File: src/rtl/piece_window_scanner_if.sv
// Bundle between the piece window scanner, gameplay control, the piece ROM and the playfield RAM.
// The slave side is the scanner; the master side is everything around it.
interface piece_window_scanner_if;
  logic       start;
  logic       mode;
  logic [4:0] piece_id;
  logic [4:0] pos_x;
  logic [5:0] pos_y;
  logic [4:0] rom_identifier;
  logic [2:0] rom_col;
  logic [2:0] rom_row;
  logic [1:0] rom_template;
  logic [7:0] board_addr;
  logic [1:0] board_rd_data;
  logic       board_we;
  logic [1:0] board_wr_data;
  logic       busy;
  logic       done;
  logic       collision;

  modport master (
    output start, mode, piece_id, pos_x, pos_y, rom_template, board_rd_data,
    input  rom_identifier, rom_col, rom_row, board_addr, board_we, board_wr_data,
           busy, done, collision
  );

  modport slave (
    input  start, mode, piece_id, pos_x, pos_y, rom_template, board_rd_data,
    output rom_identifier, rom_col, rom_row, board_addr, board_we, board_wr_data,
           busy, done, collision
  );
endinterface

File: src/rtl/piece_window_scanner.sv
// Walks the 4x4 piece window through the ROM and either checks the placed piece
// for collision against the playfield (CHECK) or stamps it into the playfield (STAMP).
module piece_window_scanner #(
  parameter int BOARD_W = 10,
  parameter int BOARD_H = 20
) (
  input logic                   clk,
  input logic                   reset,
  piece_window_scanner_if.slave bus
);
  typedef enum logic [1:0] {IDLE, SCAN, DRAIN, DONE} state_t;

  localparam logic signed [5:0] W_S = 6'(BOARD_W);
  localparam logic signed [6:0] H_S = 7'(BOARD_H);

  state_t            state;
  logic [3:0]        k;
  logic              mode_q;
  logic [4:0]        id_q;
  logic signed [4:0] px_q;
  logic signed [5:0] py_q;
  logic              busy_q, done_q, coll_q;
  logic              on_q, inb_q, oob_q, cmp_vld;

  logic              scan;
  logic signed [5:0] bc;
  logic signed [6:0] br;
  logic              on, above, oob, inb;
  logic [7:0]        addr;

  always_comb begin
    scan  = (state == SCAN);
    bc    = {px_q[4], px_q} + {4'b0, k[1:0]};
    br    = {py_q[5], py_q} + {5'b0, k[3:2]};
    on    = (bus.rom_template != 2'b11);
    above = br[6];
    // Cells above the board are neither in-board nor out of bounds.
    oob   = !above && (bc[5] || (bc >= W_S) || (br >= H_S));
    inb   = !above && !oob;
    addr  = {3'b0, br[4:0]} * 8'(BOARD_W) + {4'b0, bc[3:0]};

    bus.board_addr    = 8'd0;
    bus.board_we      = 1'b0;
    bus.board_wr_data = 2'b11;
    if (scan && inb) begin
      if (!mode_q) begin
        bus.board_addr = addr;
      end else if (on) begin
        bus.board_addr    = addr;
        bus.board_we      = 1'b1;
        bus.board_wr_data = bus.rom_template;
      end
    end

    bus.rom_col = scan ? {1'b0, k[1:0]} : 3'd4;
    bus.rom_row = scan ? {1'b0, k[3:2]} : 3'd0;
  end

  assign bus.rom_identifier = id_q;
  assign bus.busy           = busy_q;
  assign bus.done           = done_q;
  assign bus.collision      = coll_q;

  always_ff @(posedge clk) begin
    if (reset) begin
      state   <= IDLE;
      k       <= 4'd0;
      mode_q  <= 1'b0;
      id_q    <= 5'd0;
      px_q    <= 5'sd0;
      py_q    <= 6'sd0;
      busy_q  <= 1'b0;
      done_q  <= 1'b0;
      coll_q  <= 1'b0;
      on_q    <= 1'b0;
      inb_q   <= 1'b0;
      oob_q   <= 1'b0;
      cmp_vld <= 1'b0;
    end else begin
      done_q  <= 1'b0;
      // CHECK compare runs one cycle behind the address, when RAM data lands.
      cmp_vld <= scan && !mode_q;
      on_q    <= on;
      inb_q   <= inb;
      oob_q   <= oob;
      if (cmp_vld && on_q && (oob_q || (inb_q && bus.board_rd_data != 2'b11)))
        coll_q <= 1'b1;

      case (state)
        IDLE: if (bus.start) begin
          state  <= SCAN;
          mode_q <= bus.mode;
          id_q   <= bus.piece_id;
          px_q   <= bus.pos_x;
          py_q   <= bus.pos_y;
          k      <= 4'd0;
          coll_q <= 1'b0;
          busy_q <= 1'b1;
        end
        SCAN: begin
          if (mode_q && on && oob) coll_q <= 1'b1;
          k <= k + 4'd1;
          if (k == 4'd15) state <= DRAIN;
        end
        DRAIN: state <= DONE;
        DONE: begin
          done_q <= 1'b1;
          busy_q <= 1'b0;
          state  <= IDLE;
        end
        default: state <= IDLE;
      endcase
    end
  end
endmodule
File: src/flat_wrapper.sv
// flat-port wrapper written by rule: the top's interface ports become plain ports
module piece_window_scanner_flat 
#(
  parameter int BOARD_W = 10,
  parameter int BOARD_H = 20
)
  (clk, reset, bus_start, bus_mode, bus_piece_id, bus_pos_x, bus_pos_y, bus_rom_template, bus_board_rd_data, bus_rom_identifier, bus_rom_col, bus_rom_row, bus_board_addr, bus_board_we, bus_board_wr_data, bus_busy, bus_done, bus_collision);
  piece_window_scanner_if bus_i ();
  input logic clk;
  input logic reset;
  input wire logic [$bits(bus_i.start)-1:0] bus_start;
  input wire logic [$bits(bus_i.mode)-1:0] bus_mode;
  input wire logic [$bits(bus_i.piece_id)-1:0] bus_piece_id;
  input wire logic [$bits(bus_i.pos_x)-1:0] bus_pos_x;
  input wire logic [$bits(bus_i.pos_y)-1:0] bus_pos_y;
  input wire logic [$bits(bus_i.rom_template)-1:0] bus_rom_template;
  input wire logic [$bits(bus_i.board_rd_data)-1:0] bus_board_rd_data;
  output wire logic [$bits(bus_i.rom_identifier)-1:0] bus_rom_identifier;
  output wire logic [$bits(bus_i.rom_col)-1:0] bus_rom_col;
  output wire logic [$bits(bus_i.rom_row)-1:0] bus_rom_row;
  output wire logic [$bits(bus_i.board_addr)-1:0] bus_board_addr;
  output wire logic [$bits(bus_i.board_we)-1:0] bus_board_we;
  output wire logic [$bits(bus_i.board_wr_data)-1:0] bus_board_wr_data;
  output wire logic [$bits(bus_i.busy)-1:0] bus_busy;
  output wire logic [$bits(bus_i.done)-1:0] bus_done;
  output wire logic [$bits(bus_i.collision)-1:0] bus_collision;
  assign bus_i.start = bus_start;
  assign bus_i.mode = bus_mode;
  assign bus_i.piece_id = bus_piece_id;
  assign bus_i.pos_x = bus_pos_x;
  assign bus_i.pos_y = bus_pos_y;
  assign bus_i.rom_template = bus_rom_template;
  assign bus_i.board_rd_data = bus_board_rd_data;
  assign bus_rom_identifier = bus_i.rom_identifier;
  assign bus_rom_col = bus_i.rom_col;
  assign bus_rom_row = bus_i.rom_row;
  assign bus_board_addr = bus_i.board_addr;
  assign bus_board_we = bus_i.board_we;
  assign bus_board_wr_data = bus_i.board_wr_data;
  assign bus_busy = bus_i.busy;
  assign bus_done = bus_i.done;
  assign bus_collision = bus_i.collision;
  piece_window_scanner #(.BOARD_W(BOARD_W), .BOARD_H(BOARD_H)) u_core (.clk(clk), .reset(reset), .bus(bus_i));
endmodule
File: config.mk
export PLATFORM = sky130hd
export DESIGN_NAME = piece_window_scanner_flat
export DESIGN_NICKNAME = d
export VERILOG_FILES = /design/src/rtl/piece_window_scanner_if.sv /design/src/rtl/piece_window_scanner.sv /design/src/flat_wrapper.sv
export SDC_FILE = /design/constraint.sdc
export NUM_CORES = 1
export LEC_CHECK = 0
export ABC_AREA = 1
export CORE_MARGIN = 1.5
export CORE_UTILIZATION = 49
export DETAILED_ROUTE_END_ITERATION = 8
export GPL_TIMING_DRIVEN = 0
export PLACE_DENSITY = 0.83
export SLEW_MARGIN = 20
export SYNTH_ARGS = -nofsm -noshare
export SYNTH_HDL_FRONTEND = slang
export SYNTH_SLANG_ARGS = --single-unit
File: constraint.sdc
create_clock -name clk -period 4.8 [get_ports clk]
set_clock_uncertainty 0.1 [all_clocks]
set_input_delay 1.44 -clock clk [delete_from_list [all_inputs] [get_ports clk]]
set_output_delay 1.44 -clock clk [all_outputs]
set_load 0.005 [all_outputs]
**Yosys cells after proc, flatten, opt, wreduce, memory -nomap -nowiden**

Index checks and enable logic that the tools add are counted.

- Logic and storage cells: 73
- Input bits: 24
- Register bits: 30

- Equality and inequality tests: 8
- Reductions and logical operators: 22
- Multipliers: 1
- $lt $le $gt $ge: 2
- Muxes and demuxes: 23
- Add/sub/neg operators: 4

Operators with widths:

| operator | number |
|---|---|
| $mux W8 | 3 |
| $mux W2 | 6 |
| $logic_and A1 B1 Y1 | 9 |
| $add A8 B4 Y8 | 1 |
| $mux W1 | 8 |
| $ne A2 B2 Y1 const B | 4 |
| $pmux W2 S4 | 1 |
| $pmux W4 S2 | 1 |
| $reduce_and A2 Y1 | 4 |
| $add A6 B3 Y7 | 1 |
| $ge A7 B6 Y1 const B | 1 |
| $mul A5 B3 Y7 const B | 1 |
| $add A5 B3 Y6 | 1 |
| $ge A6 B5 Y1 const B | 1 |
| $add A4 B1 Y4 const B | 1 |
| $eq A2 B2 Y1 const B | 2 |
| $eq A4 B4 Y1 const B | 1 |
| $mux W4 | 1 |
| $pmux W1 S2 | 2 |
| $reduce_bool A2 Y1 | 2 |
| $logic_not A1 Y1 | 3 |
| $logic_or A1 B1 Y1 | 3 |
| $mux W3 | 1 |
| $eq A2 B1 Y1 const B | 1 |
| $logic_not A2 Y1 | 1 |

**Depth between registers and ports, before layout**

Gate-level depths: netlist (run 1).

- Word-level depth: 9
- Depth in mapped cells: 15

**Least setup slack after synthesis (run 1)**

OpenSTA, ideal clock, no wires.

- Kind: reg2out
- Start point: register u_core.k[2]
- End point: output bus_board_addr[7]
- Data arrival time: 2.622 ns
- Cell stages (with the launch flop): 15
- Path slack: 0.638 ns
- Path buffers: 0
- Required time: 3.260 ns
- Cells stage by stage: dfxtp_1 > ha_1 > fa_1 > nand3_1 > nand2_1 > nand2_1 > inv_1 > ha_1 > inv_1 > fa_1 > xnor2_1 > nand3_1 > nand3b_1 > o211ai_1 > nor2_1

- Cells in the longest elaborated chain, start to end: 8

Ends and longest elaborated chain:

| item | RTL line | source |
|---|---|---|
| start: declaration | piece_window_scanner.sv:17 | `logic [3:0] k;` |
| start signal: assignment | piece_window_scanner.sv:102 | `k <= k + 4'd1;` |
| $add A6 B3 Y7 (*) | piece_window_scanner.sv:34 | `br = {py_q[5], py_q} + {5'b0, k[3:2]};` |
| branches (longest 6 deep; another with $add A8 B4 Y8) | -- |  |
| $mux W8 (*) | piece_window_scanner.sv:45 | `if (scan && inb) begin` |
| end: declaration | flat_wrapper.sv:21 | `output wire logic [$bits(bus_i.board_addr)-1:0] bus_board_addr;` |

Mark *: on every way between the ends.

**Final worst setup path (run 1)**

- Start point: register u_core.k[2]
- End point: output bus_board_addr[5]

The elaborated chain is that of the path after synthesis.

==> impl_results.md, run 1 <==
* Critical path required time at around 3.3 ns
* Starting density of the core at 0.522
* Ant diodes at 0
* Max-slew violations at 0
* Finish-stage setup viols at 0
* Site row count at 22
* Tmin final at 4.68 ns
* Fin nets at 384
* RSZ-0062 raised after global routing: false
* Mean post-synth cell area at roughly 7 sq um
* First DRT Iteration DRCs at 57
* Worst Path Max Fanout at 4
* Max Clk Rate at 0.214 GHz
* Routed WL per cell at 11.8 microns
* Placed insts at 374
* Mapped Nets at 325
* Antenna viol nets, final at 0
* Pleak at about 1.2 nW
* Min setup slack post-route at ~0.12 ns
* Uppermost routed layer: met4
* Critical Path End Type: primary output
* Clock latency at the later pin of the worst-skew pair at 0.28 ns
* Synth cell types at 31
* Hold Crit Class: flip-flop to flip-flop
* Root buffer cell: clkbuf_8
* # clock sinks at 30
* H-tree depth at 2
* CTS tree: done
* Overall global routing resource usage at 0.225
* Synth Cell Area at 1950 sq um
* Clock transition at path regs at approximately 0.060 ns
* Met2 WL at between 2000 and 2500 microns
* Synth Flop Type: dfxtp_1
* Met3 WL at 200 microns
* PwrDens at 437 nW/um^2
* HPWL after detailed placement at 3350 microns
* Register area share after synthesis at 0.307
* Worst Setup Path Type: flip-flop to primary output
* Clk buf depth at 2
* Layout cells sized above 1 at 0.124
* Commonest non-fill, non-tap cells in the layout: 49 x nand2_1, 47 x nor2_1, 44 x clkdlybuf4s50_1, 31 x inv_1, 26 x dfxtp_1
* Final hold violation count at 0
* Final cell count without fillers at 386
* Synth Register Bits at 30
* Core area at 3740 sq um
* Top-Level Pins at 49
* Routed via count at 1962
* RD Place Congestion at 0.792
* Fin crit share at 0.975
* Cts hold-fix bufs at 0
* Synth-to-Final Area Change at 37.9%
* DRC violations left at 0
* Number of fill cells in the layout at 327
* I/O Buffers at 47
* WP data arrival at 3.14 ns
* FFs w/ async S/R, synth at 0
* YS warnings at 0
* Initial antenna violation count at 0
* Commonest non-fill, non-tap cell in the layout: nand2_1
* Vias/cell at 5.08
* Max VDD drop at 0.270 mV
* First-pass GRT wire length at 7610 microns
* Post-synth EDFFs at 0
* CTS buffer count at 5
* Drt pass-1 iters at 4
* DIE AREA at 4370 sq um
* Post-Syn Instances at 279
* Largest net degree at the start of global routing at 11
* Final global-route overflow total at 0
* Die Width at 66.1 microns
* Outcome: completed
* Place WS at -0.0662 ns
* Die height at 66.1 microns
* Vias in the first global route at 1851
* Crit path launch type: flip-flop
* Number of max-cap violations at 0
* M1 wire length at 2040 microns
* Final wirelength at 4550 microns
==> report_power, final <==
group | switching (mW) | internal [mW]
clock | 0.0880 | 0.0995
sequential | 0.0541 | 0.315
combinational | 0.338 | 0.281
total | 0.480 | 0.696
==> final timing paths <==
path / startpoint / end / slack [ns] / cells after the start
max reg2reg: u_core.k[0] / u_core.bus.collision / 2.72 / 11
min reg2reg: u_core.mode_q / u_core.cmp_vld / 0.36 / 1
min: u_core.mode_q / u_core.cmp_vld / 0.36 / 1
max: u_core.k[2] / bus_board_addr[5] / 0.12 / 13
==> per-layer routing <==
| metal | up-vias | GRT usage |
|---|---|---|
| li1 | 1018 | - |
| met1 | 895 | 0.251 |
| met2 | 41 | 0.411 |
| met3 | 8 | 0.0562 |
| met4 | 0 | 0.0791 |
| met5 | - | 0 |
==> worst max-delay path: stages, from the launching register on <==
cell           delay (ns)
dfxtp_4              0.36
ha_4                 0.17
fa_2                 0.40
xnor2_2              0.16
inv_2                0.11
ha_4                 0.14
ha_2                 0.16
inv_1                0.05
fa_2                 0.59
inv_2                0.05
or2_2                0.28
o211ai_1             0.08
nor2_1               0.06
dlygate4sd2_1        0.25
==> synth_stat cells (3+ instances only) <==
master    instances  area [sq um]
nand2_1          50           188
nor2_1           48           180
inv_1            34           128
dfxtp_1          30           601
o21ai_0          25           125
ha_1             18           225
a21oi_1          16          80.1
nand3_1          13          65.1
nor3_1            7          35.0
clkbuf_1          5          18.8
fa_1              4          80.1
nand4_1           3          18.8
o211ai_1          3          22.5
==> timing repair <==
| item | CTS | global route |
|---|---|---|
| endpoints found under the setup margin | 4 | 3 |
| pin swaps | 4 | 5 |
| gates resized for setup | 19 | 6 |
| gates cloned | 0 | 0 |
| buffers inserted | 2 | 3 |
==> flip-flops by register name, summed over array words and instances (netlist names) <==
signal                     count
u_core.py_q                    6
u_core.bus.rom_identifier      5
u_core.px_q                    5
u_core.k                       4
u_core.state                   2
u_core.bus.busy                1
u_core.bus.collision           1
u_core.bus.done                1
u_core.cmp_vld                 1
u_core.inb_q                   1
u_core.mode_q                  1
u_core.on_q                    1
u_core.oob_q                   1
==> cell families after synthesis <==
kind of cell	count (synthesis)	synth area share
flip-flops	30	0.307
adder cells (fa/ha/maj)	22	0.156
AND/OR/NAND/NOR	130	0.291
buffers and inverters	44	0.0916
other	1	0.00192
AO/OA/AOI/OAI	48	0.133
XOR/XNOR	4	0.0179
==> metrics by stage <==
stage	TNS, ns	area [sq um]	hold WS [ns]	utilization	total power [mW]
detailed placement	-0.109	2480	0.353	0.663	0.931
finish	0	2690	0.363	0.719	1.18
global route	0	2690	0.409	0.719	1.28
global placement	-0.0184	2480	0.354	0.663	0.911
floorplan	0	1950	0.326	-	0.748
CTS	0	2650	0.363	0.708	1.16
==> layout make-up <==
| class | count | area, sq um | area share |
|---|---|---|---|
| tap | 48 | 60.1 | 0.0223 |
| buffer | 9 | 47.5 | 0.0177 |
| inverter | 35 | 131 | 0.0488 |
| multi-input combinational | 205 | 1260 | 0.469 |
| timing repair buffer | 52 | 505 | 0.188 |
| sequential | 30 | 608 | 0.226 |
| clock buffer | 7 | 76.3 | 0.0283 |
Note: power is estimated with default switching activity, not from simulation.
==> run 2: changes to the inputs <==
CORE_UTILIZATION = 30   (was 49)
PLACE_DENSITY = 0.56   (was 0.83)
==> run 2 against run 1 <==
Net effect: fmax rose by 0.40%; power fell by 1.8%; critical path depth rose by 1; clock power rose by 5%; first-iteration DRC count fell by 28%; combinational power fell by 4.8%; critical path type unchanged.
==> impl_results.md, run 2 (same netlist as run 1, synthesis figures left out) <==
* Final hold violation count at 0 (unchanged)
* Biggest register: u_core.py_q
* Max VDD drop at 0.211 mV (-22%)
* Synth-to-Final Area Change at 37.2%
* Placed insts at 403 (+7.8%)
* First-pass GRT wire length at 7980 microns (+4.9%)
* Fin nets at 380 (-1.0%)
* Overall power at 1.16 mW (-1.8%)
* Tmin final at 4.66 ns (-0.0189 ns)
* R2R setup slack at 2.72 ns (about the same)
* Critical path required time at 3.26 ns (about the same)
* Final cell count without fillers at 410 (+6.2%)
* Crit path largest cell delay at 0.59 ns (about the same)
* First DRT Iteration DRCs at 41 (-28%)
* Cells along the critical path: ha_4, fa_2, nand3_1, nand2_1, nand2_2, inv_2, ha_4, inv_2, fa_2, inv_2, or2_2, o211ai_1, nor2_1, dlygate4sd2_1
* Crit path to: bus_board_addr[5]
* Largest net degree at the start of global routing at 11 (unchanged)
* H-tree depth at 2 (unchanged)
* Core area at 6310 sq um (+69%)
* Crit path launch type: flip-flop
* Area after DPL at 2520 sq um (+1.5%)
* Flop pwr share at 0.319 (+0.005)
* DRC violations left at 0 (unchanged)
* HPWL after detailed placement at 3610 microns (+7.7%)
* Max Clk Rate at 0.215 GHz (+0.40%)
* DIE AREA at 7000 sq um (+60%)
* Antenna viol nets, final at 0 (unchanged)
* Overall global routing resource usage at 0.141 (-0.0849)
* Fin crit share at 0.971 (-0.00393)
* Drt pass-1 iters at 4 (unchanged)
* PwrDens at 431 nW/um^2 (-1.3%)
* Hold Crit Class: flip-flop to flip-flop
* Reg-to-Reg End: u_core.oob_q
* Logic pwr share at 0.510 (-0.016)
* # clock sinks at 30 (unchanged)
* Top-Level Pins at 49 (unchanged)
* Routed via count at 1889 (-3.7%)
* Die Width at 83.7 microns (+27%)
* Site row count at 29 (+32%)
* Root buffer cell: clkbuf_8
* I/O Buffers at 47 (unchanged)
* Ant diodes at 0 (unchanged)
* Vias in the first global route at 1799 (-2.8%)
* Finish-stage setup viols at 0 (unchanged)
* Design Area, Final at 2680 sq um (-0.46%)
* Worst Setup Path Type: flip-flop to primary output
* Setup TNS at 0 ns (unchanged)
* Vias/cell at 4.61 (-9.4%)
* Cts hold-fix bufs at 0 (unchanged)
* Routed WL per cell at 11.3 microns (-4.4%)
* Net switching power at 472 uW (-1.7%)
* Outcome: completed
* Most used cell, CP: inv_2
* R2r startpoint: u_core.k[0]
* Clk buf depth at 2 (unchanged)
* Net Sw Frac at 0.408 (about the same)
* Final global-route overflow total at 0 (unchanged)
* Commonest non-fill, non-tap cell in the layout: nand2_1
* Initial antenna violation count at 0 (unchanged)
* RSZ-0062 raised after global routing: false
* P_int at 684 uW (-1.8%)
* Critical Path End Type: primary output
* Commonest non-fill, non-tap cells in the layout: 49 x nand2_1, 47 x nor2_1, 44 x clkdlybuf4s50_1, 30 x inv_1, 27 x dfxtp_1
* Starting density of the core at 0.309 (-0.212)
* Final wirelength at 4620 microns (+1.5%)
* Max-slew violations at 0 (unchanged)
* Layout cells sized above 1 at 0.111 (-0.0131)
* Clock Power Share at 0.171 (+0.011)
* Die height at 83.7 microns (+27%)
* Critical Path Slowest Stage Cell: fa_2
* Crit path launch: u_core.k[2]
* CTS buffer count at 5 (unchanged)
* Delay-heaviest family, CP: adder cells
* Worst Path Max Fanout at 5 (+1)
* Number of max-cap violations at 0 (unchanged)
* Critical path depth at 14 (+1)
* Worst r2r path cells at 11 (unchanged)
* Max reg flops at 6 (unchanged)
* RD Place Congestion at 0.790 (-0.21%)
* WP data arrival at 3.12 ns (-0.02 ns)
* Buffers and inverters on the worst path at 4 (unchanged)
* Clock transition at path regs at 0.06 ns (about the same)
* Post-layout util at 0.424 (-0.295)
* Pleak at 1.19 nW (-0.59%)
* Clock latency at the later pin of the worst-skew pair at 0.28 ns (about the same)
* CTS tree: done
==> run 2: cell types whose count changed in the layout (fill, tap and decap cells not counted), sizes merged <==
cell / before / now
dlygate4sd2: 2 / 3
clkbuf: 12 / 11
clkdlybuf4s15: 1 / 0
buf: 9 / 5
==> run 2: what timing repair did <==
item	CTS	global route
buffers inserted	1	0
pin swaps	1	0
setup endpoints to repair	4	2
hold endpoints to repair	0	0
resized for setup	18	5
==> run 2: cell type report <==
cell class / count / area, sq um
multi-input combinational: 205 / 1240
sequential: 30 / 609
timing repair buffer: 48 / 474
buffer: 9 / 47.5
fill: 700 / 3630
tap: 77 / 96.3
inverter: 35 / 131
clock buffer: 6 / 82.6
==> run 2: metal layers <==
layer,GRT usage,part of all wire
met3,0.0376,0.057
met5,0,0
met4,0.0507,0.017
met1,0.186,0.49
met2,0.221,0.44
==> run 2: worst min-delay path by stage <==
stage	start	to	cells past startpoint
floorplan	u_core.mode_q	u_core.cmp_vld	1
detailed placement	u_core.mode_q	u_core.cmp_vld	1
finish	u_core.mode_q	u_core.cmp_vld	1
global placement	u_core.mode_q	u_core.cmp_vld	1
CTS	u_core.mode_q	u_core.cmp_vld	1
global route	u_core.mode_q	u_core.cmp_vld	1
==> run 2: per-stage QoR <==
stage                     hold slack (ns)  setup slack [ns]
after detailed placement            0.375           -0.0647
after global routing                0.404           0.00527
after floorplan                     0.326             0.638
final                               0.388             0.141
after global placement              0.366           -0.0566
after CTS                           0.388             0.110
==> run 2: power by group through the flow <==
| stage | registers [mW] | clock network, mW | logic [mW] |
|---|---|---|---|
| finish | 0.368 | 0.198 | 0.589 |
| global placement | 0.370 | 0 | 0.562 |
| floorplan | 0.361 | 0 | 0.388 |
| global route | 0.376 | 0.216 | 0.676 |
| CTS | 0.367 | 0.206 | 0.592 |
| detailed placement | 0.371 | 0 | 0.569 |
==> run 3: changes to the inputs <==
CORE_UTILIZATION = 35   (was 30)
PLACE_DENSITY = 0.63   (was 0.56)
==> run 3 against run 2 <==
Net effect: setup slack worse by 0.029 ns; final area rose by 2.0%; sequential share of layout area fell by 0.39 points; register-to-register slack hardly changed; fmax shrank 0.63%; cell count unchanged; non-clock buffer count is 3 higher; critical path type unchanged.
==> impl_results.md, run 3 (same netlist as run 1, synthesis figures left out) <==
* Clock transition at path regs at 0.06 ns (about the same)
* Final cell count without fillers at 410 (unchanged)
* Initial antenna violation count at 0 (unchanged)
* Critical path required time at 3.26 ns (about the same)
* Number of fill cells in the layout at 569 (-19%)
* Vias in the first global route at 1850 (+2.8%)
* Drt pass-1 iters at 4 (unchanged)
* Die height at 77.7 microns (-7.2%)
* Placed insts at 398 (-1.2%)
* HPWL after detailed placement at 3460 microns (-4.3%)
* Starting density of the core at 0.359 (+0.0497)
* CTS buffer count at 5 (unchanged)
* Die Width at 77.7 microns (-7.2%)
* DIE AREA at 6040 sq um (-14%)
* I/O Buffers at 47 (unchanged)
* H-tree depth at 2 (unchanged)
* Antenna viol nets, final at 0 (unchanged)
* First DRT Iteration DRCs at 36 (-12%)
* DRC violations left at 0 (unchanged)
* RD Place Congestion at 0.780 (-1.2%)
* Max reg flops at 6 (unchanged)
* Largest net degree at the start of global routing at 11 (unchanged)
* Setup TNS at 0 ns (unchanged)
* Worst Setup Path Type: flip-flop to primary output
* Routed via count at 1896 (+0.37%)
* Final global-route overflow total at 0 (unchanged)
* Ant diodes at 0 (unchanged)
* Hold Crit Class: flip-flop to flip-flop
* Critical Path End Type: primary output
* Max VDD drop at 0.229 mV (+8.5%)
* Clock latency at the later pin of the worst-skew pair at 0.28 ns (about the same)
* Top-Level Pins at 49 (unchanged)
* Crit path launch type: flip-flop
* Min setup slack post-route at 0.111 ns (-0.0295 ns)
* Site row count at 27 (-6.9%)
* Layout cells sized above 1 at 0.112 (+0.00131)
* Biggest register: u_core.py_q
* Place WS at -0.0948 ns (-0.0302 ns)
* Core area at 5440 sq um (-14%)
* # clock sinks at 30 (unchanged)
* Worst r2r path cells at 11 (unchanged)
* Multi-input gate area at 1250 sq um (+0.61%)
* First-pass GRT wire length at 7960 microns (-0.26%)
* RSZ-0062 raised after global routing: true
* R2r startpoint: u_core.k[0]
* Number of max-cap violations at 0 (unchanged)
* Flip-flop and latch area at 611 sq um (+0.21%)
* Overall power at 1.22 mW (+5.2%)
* Area after DPL at 2510 sq um (-0.25%)
* Crit path to: bus_board_addr[5]
* Design Area, Final at 2730 sq um (+2.0%)
* Post-layout util at 0.502 (+0.0779)
* Commonest non-fill, non-tap cells in the layout: 49 x nand2_1, 48 x nor2_1, 44 x clkdlybuf4s50_1, 32 x inv_1, 26 x dfxtp_1
* Pleak at 1.23 nW (+3.3%)
* Tmin final at 4.69 ns (+0.0295 ns)
* Outcome: completed
* Final wirelength at 4500 microns (-2.4%)
* Final hold slack at 0.361 ns (-0.0270 ns)
* Synth-to-Final Area Change at 39.9%
* Commonest non-fill, non-tap cell in the layout: nand2_1
* Overall global routing resource usage at 0.164 (+0.0238)
* WP data arrival at 3.15 ns (+0.03 ns)
* Root buffer cell: clkbuf_8
* Clk buf depth at 2 (unchanged)
* CTS tree: done
* Fin nets at 383 (+0.79%)
* PwrDens at 445 nW/um^2 (+3.2%)
* Reg-to-Reg End: u_core.oob_q
* Fin crit share at 0.977 (+0.00615)
* Max Clk Rate at 0.213 GHz (-0.63%)
* Final hold violation count at 0 (unchanged)
* Worst Path Max Fanout at 4 (-1)
* Max-slew violations at 0 (unchanged)
* Vias/cell at 4.62 (+0.37%)
* Crit path launch: u_core.k[2]
* R2R setup slack at 2.72 ns (about the same)
* Routed WL per cell at 11.0 microns (-2.4%)
* Finish-stage setup viols at 0 (unchanged)
run 3: cell types whose count changed in the layout (fill, tap and decap cells not counted), sizes merged:
cell          delta
dlymetal6s2s     +1
dlygate4sd2      -1
buf              +3
bufinv           +1
clkbuf           +1
run 3: how the worst min path moves through the flow:
stage	slack [ns]	cells after the start	start	end
6_report	0.36	1	u_core.mode_q	u_core.cmp_vld
5_1_grt	0.41	1	u_core.mode_q	u_core.cmp_vld
4_1_cts	0.36	1	u_core.mode_q	u_core.cmp_vld
3_5_place_dp	0.35	1	u_core.mode_q	u_core.cmp_vld
3_3_place_gp	0.37	1	u_core.mode_q	u_core.cmp_vld
2_1_floorplan	0.33	1	u_core.mode_q	u_core.cmp_vld
run 3: final cells by class:
cell class	instances	area share
buffer	9	0.0174
clock buffer	7	0.0279
clock inverter	1	0.0110
inverter	35	0.0481
multi-input combinational	205	0.456
sequential	30	0.223
tap	72	0.0330
timing repair buffer	51	0.183
run 3: report_power, final:
group / total (mW) / internal, mW / switching, mW
clock: 0.248 / 0.155 / 0.0925
sequential: 0.368 / 0.315 / 0.0534
combinational: 0.600 / 0.271 / 0.329
total: 1.22 / 0.740 / 0.475
run 3: timing repair:
action / CTS / global route
endpoints found under the setup margin: 4 / 3
resized for setup: 18 / 3
setup buffers: 2 / 2
hold buffers: 0 / 0
pin swaps: 3 / 3
run 3: worst max-delay path, cell delays in order (launching register included):
cell,delay (ns)
dfxtp_4,0.36
ha_4,0.17
fa_2,0.39
xnor2_2,0.19
inv_2,0.06
buf_4,0.14
ha_4,0.25
inv_1,0.04
fa_1,0.50
inv_1,0.07
or2_2,0.29
o211ai_1,0.08
nor2_1,0.06
dlygate4sd2_1,0.26
run 3: metal layers:
layer  global-route usage  share of wire
met1                0.205           0.47
met2                0.272           0.45
met4               0.0545          0.013
met3               0.0435          0.060
met5                    0              0
